<file path="config.mk">
export PLATFORM = sky130hd
export DESIGN_NAME = init_write_seq
export DESIGN_NICKNAME = d
export VERILOG_FILES = /design/src/rtl/init_write_seq.sv
export SDC_FILE = /design/constraint.sdc
export NUM_CORES = 1
export LEC_CHECK = 0
export BUFFER_PORTS_ARGS = -buffer_cell sky130_fd_sc_hd__buf_2
export CAP_MARGIN = 20
export CELL_PAD_IN_SITES_DETAIL_PLACEMENT = 0
export CELL_PAD_IN_SITES_GLOBAL_PLACEMENT = 1
export CORE_ASPECT_RATIO = 0.75
export CORE_MARGIN = 5
export CORE_UTILIZATION = 42
export DETAILED_ROUTE_END_ITERATION = 16
export GPL_TIMING_DRIVEN = 0
export PLACE_DENSITY = 0.87
export SYNTH_ARGS = -nofsm -noshare
export SYNTH_HDL_FRONTEND = slang
export SYNTH_SLANG_ARGS = --single-unit
export TNS_END_PERCENT = 10
</file>
<file path="constraint.sdc">
create_clock -name clk -period 2.3 [get_ports clk]
set_input_delay 0.115 -clock clk [delete_from_list [all_inputs] [get_ports clk]]
set_output_delay 0.115 -clock clk [all_outputs]
set_load 0.01 [all_outputs]
</file>
<file path="src/rtl/init_write_seq.sv">
// Initial-value loader: streams a linear table of register values to a
// downstream stage over a valid/ready write channel, then raises done.
module init_write_seq #(
   parameter int                NUM_REGS   = 4,
   parameter int                ADDR_W     = 2,
   parameter int                DATA_W     = 32,
   parameter logic [DATA_W-1:0] BASE_VAL   = 22,
   parameter logic [DATA_W-1:0] STEP_VAL  = 11,
   parameter int                AUTO_START = 1
) (
   input  logic              clk,
   input  logic              rst_n,
   input  logic              start,
   output logic              wr_valid,
   input  logic              wr_ready,
   output logic [ADDR_W-1:0] wr_addr,
   output logic [DATA_W-1:0] wr_data,
   output logic              busy,
   output logic              done,
   output logic              start_ovr,
   output logic [31:0]       cyc
);

   if (NUM_REGS < 1 || NUM_REGS > (1 << ADDR_W)) begin : g_bad_cfg
      $error("init_write_seq: NUM_REGS must be in 1..2**ADDR_W");
   end

   localparam logic [ADDR_W-1:0] LAST = ADDR_W'(NUM_REGS - 1);

   typedef enum logic [1:0] {IDLE, WRITE, DONE} state_t;

   state_t            state_q, state_d;
   logic [ADDR_W-1:0] idx_q;
   logic [DATA_W-1:0] data_q;
   logic              started_q;
   logic              go;
   logic              load;

   // Auto-start fires only on the first posedge after reset; a coincident
   // start merges into the same single launch.
   assign go   = start || ((AUTO_START != 0) && !started_q);
   assign load = (state_q != WRITE) && (state_d == WRITE);

   always_ff @(posedge clk or negedge rst_n) begin
      if (!rst_n) state_q <= IDLE;
      else        state_q <= state_d;
   end

   always_comb begin
      state_d = state_q;
      case (state_q)
         IDLE:    if (go) state_d = WRITE;
         WRITE:   if (wr_ready && idx_q == LAST) state_d = DONE;
         DONE:    if (start) state_d = WRITE;
         default: state_d = IDLE;
      endcase
   end

   always_comb begin
      wr_valid = 1'b0;
      busy     = 1'b0;
      done     = 1'b0;
      case (state_q)
         WRITE:   begin wr_valid = 1'b1; busy = 1'b1; end
         DONE:    done = 1'b1;
         default: ;
      endcase
   end

   // Entry value is accumulated rather than multiplied; the last entry is
   // left in place so addr/data hold it while DONE.
   always_ff @(posedge clk or negedge rst_n) begin
      if (!rst_n) begin
         idx_q     <= '0;
         data_q    <= '0;
         started_q <= 1'b0;
         start_ovr <= 1'b0;
         cyc       <= 32'd0;
      end else begin
         started_q <= 1'b1;
         cyc       <= cyc + 32'd1;
         if (start && state_q == WRITE) start_ovr <= 1'b1;
         if (load) begin
            idx_q  <= '0;
            data_q <= BASE_VAL;
         end else if (state_q == WRITE && wr_ready && idx_q != LAST) begin
            idx_q  <= idx_q + ADDR_W'(1);
            data_q <= data_q + STEP_VAL;
         end
      end
   end

   assign wr_addr = idx_q;
   assign wr_data = data_q;

endmodule

</file>
==> results by stage <==
STA:
- Clock skew on the completed layout was measured at 0.00636 ns.
- Setup violations remaining at the end of the flow were counted as 0.
- Measured against its own limit, the worst slew margin works out to 33.5%.
- Across all setup checks in the final design, the least slack found is 0.132 ns.
- Setup repair after global routing left no endpoint under its margin.
- The ratio of final minimum period to clock period is 94.3%.
- The upper clock frequency limit is 0.461 GHz.
- The post-route setup TNS is 0 ns.
- The transition time at the pin with the least slew margin is 0.989 ns.
- The final count of pins violating max slew is 0.
- For the finished layout, the period the worst path requires is 2.17 ns.
- The number of endpoints with negative hold slack in the final report is 0.

Floorplan:
- The die footprint is 10,100 µm².
- For this design the top-level I/O count stands at 74.
- Measured along the x axis, the die boundary spans 114 µm.
- The core region is 7920 µm².
- In this run the core area contains 28 standard-cell rows.
- The chip height is 88.4 µm.
- The starting density of the core is 43.4%.

Pwr:
- The fraction of power consumed by the clock network is 34.8%.
- The internal power component is 2.25 mW.
- The worst IR drop on VDD is 454 µV.
- The ratio of total power to cell area is 777 nW/µm².
- The total chip power is 3.29 mW.
- In this run switching power makes up 31.7% of total power.
- Summed over all cells, the static leakage comes to 2.02 nW.
- The switching power of the nets is 1.04 mW.
- The relative contribution of combinational cells to total power is 22.5%.
- The sequential power share is 42.7%.

Clock tree:
- Clock-pin slew was measured on the worst setup and hold paths at 0.08 ns.
- The number of sinks driven by the clock tree is 70.
- The CTS buffer count is 9.
- In this run the number of H-tree levels came out at 3.
- The number of buffers on the longest clock path is 2.
- For the worst-skew pair, the clock arrives at the later sink with an insertion delay of 0.34 ns.
- The CTS tree is built.
- Clock tree synthesis selected as its root buffer the cell sky130_fd_sc_hd__clkbuf_8.

Final layout:
- The layout overhead on the synthesized area is 23.2%.
- Of the cells placed in the final design, the portion with a size suffix greater than 1 is 24.3%.
- The library cell used most frequently in the layout, excluding fill and tap cells, is sky130_fd_sc_hd__buf_2.
- Once layout is done, the placed cells without fillers occupy 4240 µm².
- In the layout the commonest cells are sky130_fd_sc_hd__buf_2, sky130_fd_sc_hd__dfrtp_1, sky130_fd_sc_hd__nand2_1.
- At the end of the flow, the number of nets in the layout was 430.
- The number of antenna diodes in the final layout is 0.
- Cells fill 53.5% of the core in the end.

Routing:
- The final wirelength is 8480 µm.
- The detailed-router iteration count before antenna repair is 4.
- Using the TritonRoute via totals, the vias-per-cell ratio works out to 5.51.
- The detailed-route wire length per cell is 15.9 µm.
- The number of antenna-violating nets in the routed design is 0.
- The remaining routing DRC violations is 0.
- The routed via count is 2,935.
- After the first detailed-routing iteration, the DRC count stood at 203.

Run status:
- The flow ran to the end, and the final reports show no timing, DRC or antenna violations.

Global route:
- The overall routing resource usage is 17.7%.
- The via count of the first global-routing pass was 2,905.
- The total global routing overflow is 0.
- The global-route wire length before repair is 14,400 µm.
- The number of antenna violations at the first check in global routing is 0.
- Entering global routing, the biggest net connects 51 pins.

Worst setup path:
- The startpoint identified for the worst register-to-register timing path is wr_addr[0]$_DFFE_PN0P_.
- The highest fanout seen on the critical path is 8.
- Tracing the worst setup path back leads to its startpoint at wr_addr[0]$_DFFE_PN0P_.
- The element type at the critical path end is a flop.
- The nature of the critical path startpoint is a flop.
- The data arrival time of the worst path is 2.43 ns.
- The category of the critical setup timing path is reg -> reg.
- The worst endpoint required time is 2.56 ns.

Worst hold path:
- The worst hold-check path type is in -> reg.
- The origin of the worst min-delay path is wr_ready.

Run:
- Across the run, the number of max-cap violations was 0.

Synthesis:
- In this run, synthesis produced a sequential element count of 70.
- Counting every net in the synthesized netlist gives 341.
- Summing the sequential cell areas from Yosys gives 50.9% of the chip area.
- The number of synthesis warnings is 0.
- After synthesis, the mean cell area works out to 10.3 µm².
- The number of instances in the synthesized netlist is 334.
- The cell area after technology mapping is 3440 µm².
- Counting flops with a built-in enable in the synthesized netlist gives 0.
- The number of different library cells used by synthesis comes to 40.
- The share of async-settable or async-resettable flops after synthesis is 100%.
- For this run, the leading register cell type out of synthesis is sky130_fd_sc_hd__dfrtp_1.

Place:
- The final HPWL from detailed placement is 6060 µm.
- Before CTS, the worst setup slack after placement is 0.0103 ns.
- The total of buffers placed on input and output ports is 73.
- At the end of routability-driven placement, the weighted congestion stood at 0.815.
- The post-placement cell area is 3970 µm².
==> power groups by stage <==
stage	clock network, mW	registers, mW	logic (mW)
after floorplan	0	1.45	0.427
after global placement	0	1.43	0.710
after detailed placement	0	1.43	0.731
after CTS	1.17	1.40	0.745
after global routing	1.23	1.42	0.831
final	1.14	1.41	0.742
==> layout make-up <==
type,instances,area [µm²]
clock buffer,11,151
clock inverter,5,81.3
sequential,70,1750
buffer,16,80.1
tap,105,131
timing repair buffer,78,430
fill,761,3680
inverter,13,48.8
multi-input combinational,235,1560
==> kinds of logic (layout without fill, tap and decap cells) <==
group | count (synthesis) | count (layout) | share of synthesized area, %
AO/OA/AOI/OAI | 61 | 61 | 12.2
adder cells (fa/ha/maj) | 3 | 3 | 1.09
buffers and inverters | 29 | 123 | 3.71
multiplexers | 2 | 2 | 0.582
flip-flops | 70 | 70 | 50.9
AND/OR/NAND/NOR | 134 | 134 | 22.7
XOR/XNOR | 34 | 34 | 8.66
other | 1 | 1 | 0.109
==> through the flow <==
stage	cells	hold WS [ns]
2_1_floorplan	334	-0.181
3_3_place_gp	512	0.352
3_5_place_dp	513	0.0255
4_1_cts	533	0.0513
5_1_grt	533	0.0885
6_report	533	0.0673
==> Yosys cell counts (all sizes together), types with 8 or more instances <==
cell    number  area [µm²]
a21oi       18        90.1
and4         9        78.8
buf          8        48.8
clkbuf       8        30.0
dfrtp       70        1750
inv         13        48.8
nand2       32         120
nand3       19         100
nand4       13        81.3
nor2         9        33.8
nor3        10        50.1
o31ai       13        97.6
or4         12        90.1
xnor2       18         158
xor2        16         140
==> per-layer routing <==
layer | share of wire (%) | wire length [µm] | track usage, % | vias to the layer above
li1 | - | - | - | 1407
met1 | 49 | 4190 | 25.6 | 1462
met2 | 45 | 3830 | 26.7 | 62
met3 | 4.9 | 417 | 4.72 | 4
met4 | 0.48 | 41 | 3.78 | 0
met5 | 0 | 0 | 0 | -
==> state kept, by name (all words and copies together) (netlist names) <==
name,flops
state_q,2
wr_addr,2
start_ovr,1
started_q,1
wr_data,32
cyc,32
==> critical path: stages, from the launching register on <==
cell and delay (ns):
sky130_fd_sc_hd__dfrtp_1 0.42, sky130_fd_sc_hd__ha_2 0.22, sky130_fd_sc_hd__and4bb_1 0.26, sky130_fd_sc_hd__buf_4 0.16, sky130_fd_sc_hd__o211ai_1 0.20, sky130_fd_sc_hd__buf_4 0.22
sky130_fd_sc_hd__or4_1 0.46, sky130_fd_sc_hd__a21oi_1 0.15
==> what timing repair did <==
action | CTS | global route
setup endpoints to repair | 1 | 6
hold buffers | 2 | 0
setup buffers | 2 | 0
hold endpoints to repair | 35 | 0
gates resized for setup | 0 | 3
==> worst paths after layout <==
| kind | to | slack [ns] | cells after the start |
|---|---|---|---|
| worst max-delay path | wr_data[24]$_DFFE_PN0P_ | 0.13 | 7 |
| worst min-delay path | state_q[0]$_DFF_PN0_ | 0.07 | 4 |
| worst max register to register | wr_data[24]$_DFFE_PN0P_ | 0.13 | 7 |
| worst min register to register | start_ovr$_DFFE_PN0P_ | 0.46 | 1 |
| max in group asynchronous | cyc[8]$_DFF_PN0_ | 1.55 | 3 |
| min in group asynchronous | wr_data[22]$_DFFE_PN0P_ | 0.20 | 2 |
Power figures use the tool's default switching activity.
